File: config.mk
export PLATFORM = sky130hd
export DESIGN_NAME = clasificador_fifos_vc
export DESIGN_NICKNAME = d
export VERILOG_FILES = /design/src/rtl/clasificador_fifos_vc.sv
export SDC_FILE = /design/constraint.sdc
export NUM_CORES = 1
export LEC_CHECK = 0
export ABC_AREA = 1
export CAP_MARGIN = 20
export CORE_UTILIZATION = 60
export CTS_BUF_LIST = sky130_fd_sc_hd__clkbuf_4
export DETAILED_ROUTE_END_ITERATION = 8
export PLACE_DENSITY_LB_ADDON = 0.12
export RECOVER_POWER = 25
export SYNTH_ARGS = -nofsm -noshare
export SYNTH_HDL_FRONTEND = slang
export SYNTH_SLANG_ARGS = --single-unit
File: constraint.sdc
create_clock -name clk -period 4.5 [get_ports clk]
set_clock_uncertainty 0.05 [all_clocks]
set_input_delay 0.9 -clock clk [delete_from_list [all_inputs] [get_ports clk]]
set_output_delay 0.9 -clock clk [all_outputs]
set_load 0.03 [all_outputs]
File: src/rtl/clasificador_fifos_vc.sv
// rtl/clasificador_fifos_vc.sv - VC classifier feeding two virtual-channel FIFOs
// Splits incoming words by bit DATA_W-1 into VC0/VC1 FIFOs with registered heads for the arbiter.

module vc_fifo #(
  parameter int DATA_W = 6,
  parameter int DEPTH  = 4,
  parameter int AF     = 3
) (
  input  logic              clk,
  input  logic              reset_L,
  input  logic [DATA_W-1:0] i_wdata,
  input  logic              i_push,
  input  logic              i_pop,
  output logic [DATA_W-1:0] o_rdata,
  output logic              o_empty,
  output logic              o_almost_full,
  output logic              o_drop
);
  localparam int AW = $clog2(DEPTH);
  localparam int CW = AW + 1;

  logic [DATA_W-1:0] r_mem [DEPTH];
  logic [AW-1:0]     r_wr_ptr;
  logic [AW-1:0]     r_rd_ptr;
  logic [CW-1:0]     r_count;
  logic [DATA_W-1:0] r_rdata;
  logic              w_full;
  logic              w_do_pop;
  logic              w_do_push;

  assign w_full        = (r_count == CW'(DEPTH));
  assign o_empty       = (r_count == '0);
  assign o_almost_full = (r_count >= CW'(AF));
  assign o_rdata       = r_rdata;

  // A pop on an empty FIFO is ignored, so a same-cycle push never bypasses to the head.
  assign w_do_pop  = i_pop && !o_empty;
  assign w_do_push = i_push && (!w_full || w_do_pop);
  assign o_drop    = i_push && w_full && !w_do_pop;

  always_ff @(posedge clk) begin
    if (w_do_push) begin
      r_mem[r_wr_ptr] <= i_wdata;
    end
  end

  always_ff @(posedge clk or negedge reset_L) begin
    if (!reset_L) begin
      r_wr_ptr <= '0;
      r_rd_ptr <= '0;
      r_count  <= '0;
      r_rdata  <= '0;
    end else begin
      if (w_do_push) begin
        r_wr_ptr <= r_wr_ptr + AW'(1);
      end
      if (w_do_pop) begin
        r_rd_ptr <= r_rd_ptr + AW'(1);
        r_rdata  <= r_mem[r_rd_ptr];
      end
      case ({w_do_push, w_do_pop})
        2'b10:   r_count <= r_count + CW'(1);
        2'b01:   r_count <= r_count - CW'(1);
        default: r_count <= r_count;
      endcase
    end
  end
endmodule

module clasificador_fifos_vc #(
  parameter int DATA_W    = 6,
  parameter int VC0_DEPTH = 16,
  parameter int VC1_DEPTH = 4,
  parameter int VC0_AF    = 12,
  parameter int VC1_AF    = 3
) (
  input  logic              clk,
  input  logic              reset_L,
  input  logic [DATA_W-1:0] data_in,
  input  logic              push_in,
  input  logic              VC0_pop,
  input  logic              VC1_pop,
  output logic [DATA_W-1:0] VC0,
  output logic [DATA_W-1:0] VC1,
  output logic              VC0_empty,
  output logic              VC1_empty,
  output logic              VC0_almost_full,
  output logic              VC1_almost_full,
  output logic              pause_out,
  output logic              overflow_err
);
  logic w_push_vc0;
  logic w_push_vc1;
  logic w_drop_vc0;
  logic w_drop_vc1;
  logic r_overflow;

  assign w_push_vc0 = push_in && !data_in[DATA_W-1];
  assign w_push_vc1 = push_in &&  data_in[DATA_W-1];

  vc_fifo #(.DATA_W(DATA_W), .DEPTH(VC0_DEPTH), .AF(VC0_AF)) u_vc0 (
    .clk           (clk),
    .reset_L       (reset_L),
    .i_wdata       (data_in),
    .i_push        (w_push_vc0),
    .i_pop         (VC0_pop),
    .o_rdata       (VC0),
    .o_empty       (VC0_empty),
    .o_almost_full (VC0_almost_full),
    .o_drop        (w_drop_vc0)
  );

  vc_fifo #(.DATA_W(DATA_W), .DEPTH(VC1_DEPTH), .AF(VC1_AF)) u_vc1 (
    .clk           (clk),
    .reset_L       (reset_L),
    .i_wdata       (data_in),
    .i_push        (w_push_vc1),
    .i_pop         (VC1_pop),
    .o_rdata       (VC1),
    .o_empty       (VC1_empty),
    .o_almost_full (VC1_almost_full),
    .o_drop        (w_drop_vc1)
  );

  assign pause_out    = VC0_almost_full || VC1_almost_full;
  assign overflow_err = r_overflow;

  always_ff @(posedge clk or negedge reset_L) begin
    if (!reset_L) begin
      r_overflow <= 1'b0;
    end else if (w_drop_vc0 || w_drop_vc1) begin
      r_overflow <= 1'b1;
    end
  end
endmodule

==> results of run 1 <==
[cells in the final DEF, fill, tap and decap left out, types with 4 or more instances in the layout]
cell / n
dlygate4sd3_1: 5
nand4_1: 6
nand2_1: 37
a31oi_1: 11
nor2_1: 134
inv_1: 33
xor2_1: 13
clkdlybuf4s50_1: 23
ha_1: 11
clkbuf_4: 19
o211ai_1: 25
o21ai_0: 72
a21oi_1: 4
edfxtp_1: 120
nand3_1: 11
dfrtp_1: 33
[critical path, stage by stage, from the launching register on]
cell	delay [ps]
dfrtp_1	460
nor2_2	190
nand3_2	180
inv_1	90
clkdlybuf4s50_1	660
[metal layers]
| metal | vias up | share of wire [%] |
|---|---|---|
| li1 | 1979 | - |
| met1 | 1994 | 43 |
| met2 | 160 | 46 |
| met3 | 17 | 8.7 |
| met4 | 0 | 1.5 |
| met5 | - | 0 |
[through the flow]
step           hold WS (ps)  util [%]  cell area, µm²  std cells  power [mW]
4_1_cts               453.6     68.50            7103        726       4.408
3_3_place_gp          416.8     65.64            6807        694       3.518
6_report              447.9     68.39            7092        726       4.394
5_1_grt               481.4     68.39            7092        726       4.683
2_1_floorplan         418.7         -            6427        547       3.042
3_5_place_dp          423.4     65.64            6807        694       3.561
[power by group through the flow]
| stage | sequential (mW) | clock, mW | combinational [mW] |
|---|---|---|---|
| after detailed placement | 2.01 | 0 | 1.55 |
| after CTS | 1.98 | 0.874 | 1.55 |
| after floorplan | 2.01 | 0 | 1.03 |
| after global routing | 2.02 | 0.933 | 1.73 |
| final | 1.98 | 0.857 | 1.55 |
| after global placement | 2.01 | 0 | 1.51 |
[cells by family after synthesis]
kind of cell / count (synthesis)
AOI/OAI and AO/OA: 114
and+or+nand+nor: 198
buffers and inverters: 56
DFF: 153
adders and majority gates: 12
xor gates and xnor gates: 14
[final cells by class]
class / count / share of cell area (%)
clock inverters: 13 / 2.170
well taps: 136 / 2.399
flip-flops and latches: 153 / 62.46
multi-input cells: 338 / 24.84
clock buffers: 19 / 2.011
repair buffers: 33 / 4.323
inverters: 34 / 1.800
[worst min-delay path by stage]
| stage | startpoint | endpoint | depth (start not counted) |
|---|---|---|---|
| floorplan | u_vc0.r_count[4] | u_vc0.r_count[4] | 2 |
| global placement | u_vc0.o_rdata[3] | u_vc0.o_rdata[3] | 2 |
| detailed placement | u_vc0.o_rdata[3] | u_vc0.o_rdata[3] | 2 |
| CTS | u_vc0.o_rdata[3] | u_vc0.o_rdata[3] | 2 |
| global route | overflow_err | overflow_err | 2 |
| finish | u_vc0.o_rdata[3] | u_vc0.o_rdata[3] | 2 |
[flip-flops by register name, indices dropped and copies added (netlist names)]
signal	flops
overflow_err	1
u_vc0.o_rdata	6
u_vc0.r_count	5
u_vc0.r_mem	96
u_vc0.r_rd_ptr	4
u_vc0.r_wr_ptr	4
u_vc1.o_rdata	6
u_vc1.r_count	3
u_vc1.r_mem	24
u_vc1.r_rd_ptr	2
u_vc1.r_wr_ptr	2
==> flow_metrics.env, run 1 <==
export IMPL_cts_sinks=153
export IMPL_fillers=795
export IMPL_cts_setup_buffers=0
export IMPL_path_max_fanout=6
export IMPL_ir_worst_vdd_mv=0.4425
export IMPL_synth_fp_nets=570
export IMPL_netlist_instances=547
export IMPL_multiInputGateArea_mm2=0.001762
export IMPL_ys_seq_area_share_pct=68.91
export IMPL_status="finished, violations left"
export IMPL_yosys_area_top_type="edfxtp_1"
export IMPL_comb_power_share_pct=35.4
export IMPL_grt_usage_pct=25.62
export IMPL_synth_top_area_share_pct=56.06
export IMPL_finalSetupViolations=0
export IMPL_share_seq_of_total_power_pct=45.2
export IMPL_die_h_um=105.5
export IMPL_die_w_um=105.5
export IMPL_ios=29
export IMPL_violations="max-capacitance violations, max-slew violations"
export IMPL_cts_root_buf="clkbuf_4"
export IMPL_ys_top_cells_by_area="edfxtp_1, dfrtp_1, nor2_1, o21ai_0, o211ai_1"
export IMPL_grt_use_met1_pct=35.88
export IMPL_via_count=4150
export IMPL_reg2reg_slack_ps=1910
export IMPL_synth_top_family_by_area="simple AND/OR/NAND/NOR gates"
export IMPL_wl_mm=12.91
export IMPL_hpwl_mm=8.491
export IMPL_ant_nets=0
export IMPL_dr_pass1_iters=5
export IMPL_grt_pass1_wl_mm=20.71
export IMPL_grt_pass1_vias=3999
export IMPL_muxShareOfSynthArea_pct=0
export IMPL_power_per_cell_area_mw_per_mm2=619.7
export IMPL_start_util_pct=61.98
export IMPL_ys_types=29
export IMPL_min_period_ps=3057
export IMPL_ys_warn_count=0
export IMPL_drt_iter0_drc=281
export IMPL_cts_buffers=17
export IMPL_grt_overflow=0
export IMPL_drcViolationCount=0
export IMPL_finalCritPeriodShare_pct=67.94
export IMPL_n_antenna_cell=0
export IMPL_ff2ff_path_depth=5
export IMPL_rr_endpoint="u_vc0.o_rdata[0]"
export IMPL_htreeDepth=4
export IMPL_grt_use_met2_pct=38.11
export IMPL_cts_tree="yes"
export IMPL_hold_path_class="reg2reg"
export IMPL_seqCellArea_mm2=0.004429
export IMPL_synthAdderAreaFrac_pct=2.453
export IMPL_via_per_inst=5.716
export IMPL_synth_most_common_cell="nor2_1"
export IMPL_worst_pin_slew_ps=1814
export IMPL_synth_simple_gate_area_share_pct=12.98
export IMPL_crit_end="VC0_empty"
export IMPL_dieArea_mm2=0.01113
export IMPL_busiest_layer="met2"
export IMPL_crit_start="u_vc0.r_count[2]"
export IMPL_power_share_clock_pct=19.5
export IMPL_end_kind="primary output"
export IMPL_grt_antenna_before_repair=0
export IMPL_hold_viol=0
export IMPL_area_delta_synth_final_pct=10.34
export IMPL_setup_tns_final_ps=0
export IMPL_critPathArrivalTime_ps=2110
export IMPL_coreArea_mm2=0.01037
export IMPL_detailedPlace_worstSlack_ps=1260
export IMPL_cap_violations=1
export IMPL_io_buffers=28
export IMPL_ys_async_sr_fraction_pct=21.57
export IMPL_maxSlewHeadroom_pct=-20.95
export IMPL_p_int_mw=2.682
export IMPL_rr_startpoint="u_vc0.r_rd_ptr[0]"
export IMPL_startpoint_type="flip-flop"
export IMPL_ctsHoldBuffers=0
export IMPL_fin_nets=600
export IMPL_synth_edf_count=120
export IMPL_synth_common_cells="nor2_1, edfxtp_1, o21ai_0"
export IMPL_sw_frac_of_total_pct=38.96
export IMPL_maxSlewViolCount=34
export IMPL_switchingPower_mw=1.712
export IMPL_gp_congestion=0.8831
export IMPL_max_freq_mhz=327.1
export IMPL_fin_ws_ps=1443
export IMPL_wire_per_inst_um=17.78
export IMPL_grt_max_degree=50
export IMPL_post_cts_resized=0
export IMPL_cts_clk_slew_worst_paths_ps=120
export IMPL_rsz0062_at_grt="no"
export IMPL_clk_latency_ps=540
export IMPL_drive_gt1_share_pct=6.949
export IMPL_worstSetupPathType="reg2out"
export IMPL_p_leak_nw=2.572
export IMPL_synth_seq_cells=153
export IMPL_met3_usage_pct=8.349
export IMPL_synth_area_mm2=0.006427
export IMPL_clock_path_buffers=2
export IMPL_row_count=37
export IMPL_synth_xor_area_share_pct=1.908
export IMPL_synth_area_per_cell_um2=11.75
export IMPL_synth_compound_area_share_pct=10.06
export IMPL_cp_required_ps=3550
export IMPL_synthFlopType="edfxtp_1"
(Power assumes the default switching activity.)
==> inputs of run 2 (changes only) <==
==> constraint.sdc (replaced) <==
create_clock -name clk -period 3.1 [get_ports clk]
set_clock_uncertainty 0.05 [all_clocks]
set_input_delay 0.62 -clock clk [delete_from_list [all_inputs] [get_ports clk]]
set_output_delay 0.62 -clock clk [all_outputs]
set_load 0.03 [all_outputs]
==> run 2 against run 1 <==
Effect of this change:
- the run still ends with max-capacitance violations, max-slew violations left
- non-clock buffer count rose by 8
- via count rose by 1.6%
- power rose by 46%
- critical path depth did not move
- largest cell class unchanged
- highest routed layer unchanged
==> flow_metrics.env, run 2 (synthesis gave the netlist of run 1 again) <==
export IMPL_ant_nets=0
export IMPL_n_antenna_cell=0
export IMPL_max_freq_mhz=355.1
export IMPL_seqCellArea_mm2=0.004429
export IMPL_hold_path_class="reg2reg"
export IMPL_via_count=4215
export IMPL_p_int_mw=3.915
export IMPL_cts_buffers=17
export IMPL_cts_clk_slew_worst_paths_ps=130
export IMPL_wl_mm=13.30
export IMPL_final_common_cell="nor2_1"
export IMPL_cpPeakStageDelay_ps=670
export IMPL_finalSetupViolations=0
export IMPL_worst_pin_slew_ps=1840
export IMPL_drt_iter0_drc=315
export IMPL_cts_tree="yes"
export IMPL_cts_root_buf="clkbuf_4"
export IMPL_violations="max-capacitance violations, max-slew violations"
export IMPL_clk_latency_ps=550
export IMPL_ir_worst_vdd_mv=0.6099
export IMPL_die_h_um=105.5
export IMPL_ctsHoldBuffers=0
export IMPL_worstSetupPathType="reg2out"
export IMPL_regMostFlops="u_vc0.r_mem"
export IMPL_end_kind="primary output"
export IMPL_grt_antenna_before_repair=0
export IMPL_crit_buf_inv=2
export IMPL_critical_path_top_delay_family="buffers and inverters"
export IMPL_path_cells="nor2_2, nand3_2, inv_1, clkdlybuf4s50_1"
export IMPL_htreeDepth=4
export IMPL_grt_overflow=0
export IMPL_ios=29
export IMPL_rsz0062_at_grt="no"
export IMPL_via_per_inst=5.743
export IMPL_fillers=756
export IMPL_finalCritPeriodShare_pct=90.84
export IMPL_dr_pass1_iters=4
export IMPL_io_buffers=28
export IMPL_switchingPower_mw=2.488
export IMPL_start_util_pct=61.98
export IMPL_p_leak_nw=2.609
export IMPL_clock_path_buffers=2
export IMPL_power_share_clock_pct=19.7
export IMPL_die_w_um=105.5
export IMPL_grt_pass1_vias=4075
export IMPL_grt_pass1_wl_mm=20.91
export IMPL_fin_nets=608
export IMPL_area_delta_synth_final_pct=11.21
export IMPL_status="finished, violations left"
export IMPL_slowest_stage="clkdlybuf4s50_1"
export IMPL_coreArea_mm2=0.01037
export IMPL_post_cts_resized=0
export IMPL_startpoint_type="flip-flop"
export IMPL_drive_gt1_share_pct=8.361
export IMPL_sw_frac_of_total_pct=38.86
export IMPL_drcViolationCount=0
export IMPL_largest_register_ffs=96
export IMPL_final_cell_mix="nor2_1, edfxtp_1, o21ai_0"
export IMPL_gp_congestion=0.8730
export IMPL_dieArea_mm2=0.01113
export IMPL_hpwl_mm=8.625
export IMPL_instances_no_fill=734
export IMPL_setup_tns_final_ps=0
export IMPL_row_count=37
export IMPL_cts_sinks=153
export IMPL_cap_violations=1
export IMPL_cp_required_ps=2430
export IMPL_multiInputGateArea_mm2=0.001762
export IMPL_dp_cells=702
export IMPL_maxSlewViolCount=34
export IMPL_critPathArrivalTime_ps=2150
export IMPL_path_max_fanout=6
export IMPL_top_regs="u_vc0.r_mem: 96 flops, u_vc1.r_mem: 24 flops"
export IMPL_comb_power_share_pct=36.6
export IMPL_maxSlewHeadroom_pct=-22.66
export IMPL_power_per_cell_area_mw_per_mm2=895.8
export IMPL_cts_setup_buffers=0
export IMPL_grt_usage_pct=25.85
export IMPL_min_period_ps=2816
export IMPL_share_seq_of_total_power_pct=43.7
export IMPL_timing_hold_ws_ps=458.6
export IMPL_hold_viol=0
export IMPL_wire_per_inst_um=18.12
export IMPL_finish_utilization_pct=68.93
export IMPL_grt_max_degree=52
## run 2: cell types whose count changed in the layout (fill, tap and decap cells not counted), sizes merged
cell    before  now
inv         35   36
clkinv       7    5
clkbuf      22   25
buf          2    8
## run 2: final cells by class
cell class	count	area share, %
clock buffers	20	2.100
well taps	136	2.381
clock inverters	12	2.100
inverters	34	1.785
flip-flops and latches	153	61.96
multi-input cells	338	24.65
repair buffers	41	5.024
## run 2: routing by layer
metal / part of all wire [%] / up-vias / global-route usage (%)
li1: - / 1987 / -
met1: 44 / 2052 / 35.25
met2: 48 / 147 / 39.57
met3: 5.8 / 29 / 5.751
met4: 2.9 / 0 / 13.10
met5: 0 / - / 0
## run 2: stage by stage
stage	area [µm²]	total power [mW]	worst slack [ps]
floorplan	6427	4.415	573.8
global placement	6867	5.116	253.0
detailed placement	6867	5.182	189.7
CTS	7167	6.426	234.2
global route	7148	6.801	176.9
finish	7148	6.404	283.9
## run 2: power groups by stage
| stage | registers, mW | logic (mW) | clock network (mW) |
|---|---|---|---|
| after detailed placement | 2.84 | 2.35 | 0 |
| final | 2.80 | 2.34 | 1.26 |
| after CTS | 2.80 | 2.35 | 1.27 |
| after global placement | 2.83 | 2.29 | 0 |
| after global routing | 2.84 | 2.61 | 1.36 |
| after floorplan | 2.92 | 1.49 | 0 |
## run 2: final timing paths
kind                                       start           endpoint  slack [ps]  depth (start not counted)
worst max-delay path            u_vc0.r_count[2]          VC0_empty         280                          4
worst min-delay path            u_vc0.o_rdata[3]   u_vc0.o_rdata[3]         460                          2
worst max register to register  u_vc0.r_count[2]  u_vc0.r_mem[0][0]        1090                          6
worst min register to register  u_vc0.o_rdata[3]   u_vc0.o_rdata[3]         460                          2
max in group asynchronous                reset_L  u_vc0.r_wr_ptr[1]         890                          2
min in group asynchronous                reset_L   u_vc0.r_count[4]        1040                          2
## run 2: worst register-to-register path, stage by stage, from the launching register on
cell	delay (ps)
dfrtp_1	490
nor2_2	90
nand2_1	110
nor3_4	70
nor2_8	170
nand2_1	220
nor2_1	450
==> edit 1: new RTL, config.mk and constraints of run 2 <==
`DATA_W` is set to 6 in 2 places; all go to 4.
--- a/src/rtl/clasificador_fifos_vc.sv
+++ b/src/rtl/clasificador_fifos_vc.sv
@@ -2,7 +2,7 @@
 // Splits incoming words by bit DATA_W-1 into VC0/VC1 FIFOs with registered heads for the arbiter.
 
 module vc_fifo #(
-  parameter int DATA_W = 6,
+  parameter int DATA_W = 4,
   parameter int DEPTH  = 4,
   parameter int AF     = 3
 ) (
@@ -68,7 +68,7 @@
 endmodule
 
 module clasificador_fifos_vc #(
-  parameter int DATA_W    = 6,
+  parameter int DATA_W    = 4,
   parameter int VC0_DEPTH = 16,
   parameter int VC1_DEPTH = 4,
   parameter int VC0_AF    = 12,
Interface: changed (resized VC0, VC1 and data_in); port bits go from 29 to 23. No check against the original RTL was run, so the function may have changed too.
==> edit 1 against run 2 <==
- the flow still finishes with violations (capacitance limit, slew limit)
- power fell by 30%
- area after synthesis shrank 26%
- wire length fell by 33%
- worst hold slack better by 0.018 ns
- highest routed layer unchanged
- setup slack improved by 0.17 ns
- cell count fell by 25%
- final area down 27%
- sequential cell count is 44 lower
- utilization shrank 1.2 points
- synthesized cell count shrank 24%
- combinational power shrank 24%
- critical path type unchanged
==> edit 1: results (changes against run 2) <==
pwr:
  share_comb_of_total_power_pct: 39.4  # +2.8 points
  power_switching_mw: 1.846  # -26%
  power.static_leakage_nw: 1.947  # -25%
  post-layout-total-power_mw: 4.483  # -30%
worst_setup_path:
  crit_arrival_ns: 1.98  # -0.17 ns
  r2r-start: "u_vc0.r_count[0]$_DFFE_PN0P_"
  critical_path.max_fanout: 5  # -1
  worst_r2r_endpoint: "u_vc0.r_count[4]$_DFFE_PN0P_"
  r2r.worst_path.cells: 13  # +7
hold_path:
  startpoint_of_the_worst_hold_path: "u_vc0.r_count[4]$_DFFE_PN0P_"
  min_delay_worst_endpoint: "u_vc0.r_count[4]$_DFFE_PN0P_"
sta:
  slew_viol_final: 30  # -12%
  layout_min_cycle_time_ns: 2.647  # -0.1696 ns
status:
  failed_checks: "capacitance limit, slew limit"
  status: "complete, but fails checks"
synth:
  synth_sequential_area_ratio_pct: 65.70  # -3.2 points
  ys_async_sr_fraction_pct: 26.61  # +5.0 points
  synthTopCellsByCount: "sky130_fd_sc_hd__nor2_1 (92), sky130_fd_sc_hd__edfxtp_1 (80), sky130_fd_sc_hd__o21ai_0 (43)"
  area_contributors_post_synth: "sky130_fd_sc_hd__edfxtp_1 (50%), sky130_fd_sc_hd__dfrtp_1 (15%), sky130_fd_sc_hd__nor2_1 (7.3%)"
cts:
  clock_latency_ns: 0.44  # -0.11 ns
  clk_pin_slew_worst_paths_ns: 0.16  # +0.03 ns
run:
  maxCapViolations: 1  # unchanged
global_routing:
  grt_max_degree: 35  # -33%
route:
  route.met3.wl_um: 404  # -48%
cells_and_area:
  drive_above_1_share_pct: 9.152  # +0.79 points
place:
  dp_cells: 534  # -24%
  placed_cell_area_sq_um: 5097  # -26%
edit 1: layer usage:
metal | up-vias | GRT usage, %
met5 | - | 0
met4 | 0 | 8.201
met3 | 12 | 4.606
met2 | 83 | 39.52
met1 | 1426 | 31.06
li1 | 1494 | -
edit 1: kinds of logic (layout without fill, tap and decap cells):
group | after synthesis | after routing | share of synthesized area, %
xor+xnor | 13 | 13 | 2.392
fa+ha+maj | 11 | 11 | 3.049
compound gates | 80 | 80 | 9.829
buf+inv | 48 | 80 | 4.178
simple gates | 155 | 155 | 14.85
flops | 109 | 109 | 65.70
edit 1: final cells by class:
type	count	area, sq um
clock buffer	9	67.56
clock inverter	7	57.56
fill	593	2480
inverter	34	127.6
multi-input combinational	259	1434
sequential	109	3128
tap	102	127.6
timing repair buffer	30	265.3
edit 1: critical path, delay by kind of cell (launching register included):
kind                   cells  cell delay, ns
buffers and inverters      2            0.73
flip-flops                 1            0.47
AND/OR/NAND/NOR            2            0.34
==> edit 2: new RTL, config.mk and constraints of run 2 <==
Made on the original files. Make the reset (`reset_L`) synchronous in 2 clocked blocks.
--- a/src/rtl/clasificador_fifos_vc.sv
+++ b/src/rtl/clasificador_fifos_vc.sv
@@ -44,7 +44,7 @@
     end
   end
 
-  always_ff @(posedge clk or negedge reset_L) begin
+  always_ff @(posedge clk) begin
     if (!reset_L) begin
       r_wr_ptr <= '0;
       r_rd_ptr <= '0;
@@ -125,7 +125,7 @@
   assign pause_out    = VC0_almost_full || VC1_almost_full;
   assign overflow_err = r_overflow;
 
-  always_ff @(posedge clk or negedge reset_L) begin
+  always_ff @(posedge clk) begin
     if (!reset_L) begin
       r_overflow <= 1'b0;
     end else if (w_drop_vc0 || w_drop_vc1) begin
Formal check against the unedited RTL: differs if reset_L is asserted again (counterexample within 4 cycles, from zero or initial values and one cycle with reset_L low); with reset_L held inactive, the same outputs for 10 cycles.
==> edit 2 against run 2 <==
- sequential cell count unchanged
- final area increased by 6.7%
- clock power increased by 14%
- area after synthesis increased by 6.2%
- power decreased by 12%
- via count increased by 16%
- die area increased by 6.1%
- wire length increased by 9.6%
- setup slack improved by 0.11 ns
- critical path type unchanged
- critical endpoint is now pause_out
- largest power group unchanged
==> edit 2: results (changes against run 2) <==
status:
  status: "finished clean"
global_routing:
  first_global_vias: 4713  # +16%
  tot_gr_track_use_pct: 26.70  # +0.85 points
  antenna_violations_before_repair: 0  # unchanged
  grt_max_degree: 51  # -1.9%
  grt_first_pass_wirelength_um: 23100  # +10%
place:
  gp_congestion: 0.8232  # -5.7%
  preCtsSetupSlack_ns: 0.2046  # +0.01485 ns
  dp.final_hpwl_um: 9396  # +8.9%
  dp_cells: 859  # +22%
worst_setup_path:
  critical_path.max_fanout: 3  # -3
  critPathCapture: "pause_out"
  cp_slowest_cell: "sky130_fd_sc_hd__clkdlybuf4s50_1"
  critPathLaunchType: "flop"
  r2r.worst_path.cells: 16  # +10
  cpPeakStageDelay_ns: 0.65  # -0.02 ns
  reg2reg_slack_ns: 0.72  # -0.37 ns
  crit_path_start: "u_vc0.r_count[3]$_SDFFE_PN0P_"
  r2r-start: "u_vc0.r_count[0]$_SDFFE_PN0P_"
  crit_arrival_ns: 2.03  # -0.12 ns
  worst_r2r_endpoint: "u_vc0.r_count[4]$_SDFFE_PN0P_"
cts:
  clock_latency_ns: 0.54
  clockBufferDepth: 2  # unchanged
  postCtsResizedCells: 0  # unchanged
  cts-root-buf: "sky130_fd_sc_hd__clkbuf_4"
  cts_made_buffers: 17  # unchanged
synth:
  ys_async_sr_fraction_pct: 0  # -22 points
  mapped_nets: 722  # +27%
  area_contributors_post_synth: "sky130_fd_sc_hd__edfxtp_1 (53%), sky130_fd_sc_hd__nand2_1 (9.9%), sky130_fd_sc_hd__dfxtp_1 (9.7%)"
  postSynthAreaPerCell_sq_um: 9.812  # -16%
  synth_sequential_area_ratio_pct: 62.44  # -6.5 points
  synthTopCellsByCount: "sky130_fd_sc_hd__nand2_1 (180), sky130_fd_sc_hd__edfxtp_1 (120), sky130_fd_sc_hd__inv_1 (90)"
  synthDistinctLibCells: 35  # +21%
sta:
  layout_worst_path_cycle_share_pct: 87.20  # -3.6 points
  hold-worst-slack_ns: 0.4604  # +0.001750 ns
  worst_slew_margin_rel_pct: 15.25  # +38 points
route:
  wl_met2_um: 7127  # +13%
  dr.first_iter.drc_count: 310  # -1.6%
  avgRoutedWirePerCell_um: 16.36  # -9.7%
  route.top_layer_used: "met4"
  route.met3.wl_um: 960  # +24%
  routed_wl_um: 14580  # +9.6%
  drt_first_pass_iters: 5  # +1
  drt-vias-per-instance: 5.481  # -4.5%
  m1WireLength_um: 6134  # +5.4%
cells_and_area:
  finish.net_count: 764  # +26%
  fillerInstances: 833  # +10%
  drive_above_1_share_pct: 9.454  # +1.1 points
hold_path:
  startpoint_of_the_worst_hold_path: "overflow_err$_SDFFE_PN0P_"
  min_delay_worst_endpoint: "overflow_err$_SDFFE_PN0P_"
pwr:
  ir_drop_mv: 0.4904  # -20%
  power.static_leakage_nw: 3.121  # +20%
  netSwitchingFraction_pct: 35.01  # -3.8 points
run:
  maxCapViolations: 0  # -1
edit 2: cell count changes after synthesis, sizes merged, moves of 11 or more:
cell,delta
inv,+63
dfrtp,-33
buf,+13
o21ai,-42
nand2,+143
dfxtp,+33
a21oi,+16
o211ai,-25
nor3,+11
nand3,+66
nor2,-82
edit 2: final cells by class:
type / count / area [sq um] / share of cell area [%]
clock buffers: 20 / 150.1 / 1.969
clock inverters: 12 / 198.9 / 2.608
inverters: 98 / 370.4 / 4.856
well taps: 140 / 175.2 / 2.297
repair buffers: 52 / 445.4 / 5.840
flip-flops and latches: 153 / 4264 / 55.91
multi-input cells: 416 / 2023 / 26.53
edit 2: metrics by stage:
step | utilization (%) | instance area [sq um]
3_3_place_gp | 66.40 | 7293
3_5_place_dp | 66.40 | 7293
6_report | 69.45 | 7627
5_1_grt | 69.45 | 7627
2_1_floorplan | - | 6829
4_1_cts | 69.58 | 7642
edit 2: kinds of logic (layout without fill, tap and decap cells):
group                    after synthesis  in the layout  synth area share [%]
flip-flops                           153            153                 62.44
AO/OA/AOI/OAI                         62             62                 4.819
adder cells (fa/ha/maj)               15             15                 2.858
AND/OR/NAND/NOR                      332            332                 21.05
buffers and inverters                127            182                 7.933
XOR/XNOR                               7              7                0.8978
edit 2: power groups by stage:
stage          clock (mW)  sequential, mW  combinational (mW)
3_5_place_dp            0            2.51                1.75
5_1_grt              1.53            2.48                1.93
6_report             1.44            2.47                1.75
2_1_floorplan           0            2.56                1.19
4_1_cts              1.45            2.46                1.76
3_3_place_gp            0            2.50                1.71
edit 2: per-layer routing:
| metal | up-vias | global-route usage [%] |
|---|---|---|
| met5 | - | 0 |
| met1 | 2311 | 34.28 |
| met3 | 28 | 5.439 |
| met4 | 0 | 11.97 |
| li1 | 2360 | - |
| met2 | 185 | 43.94 |
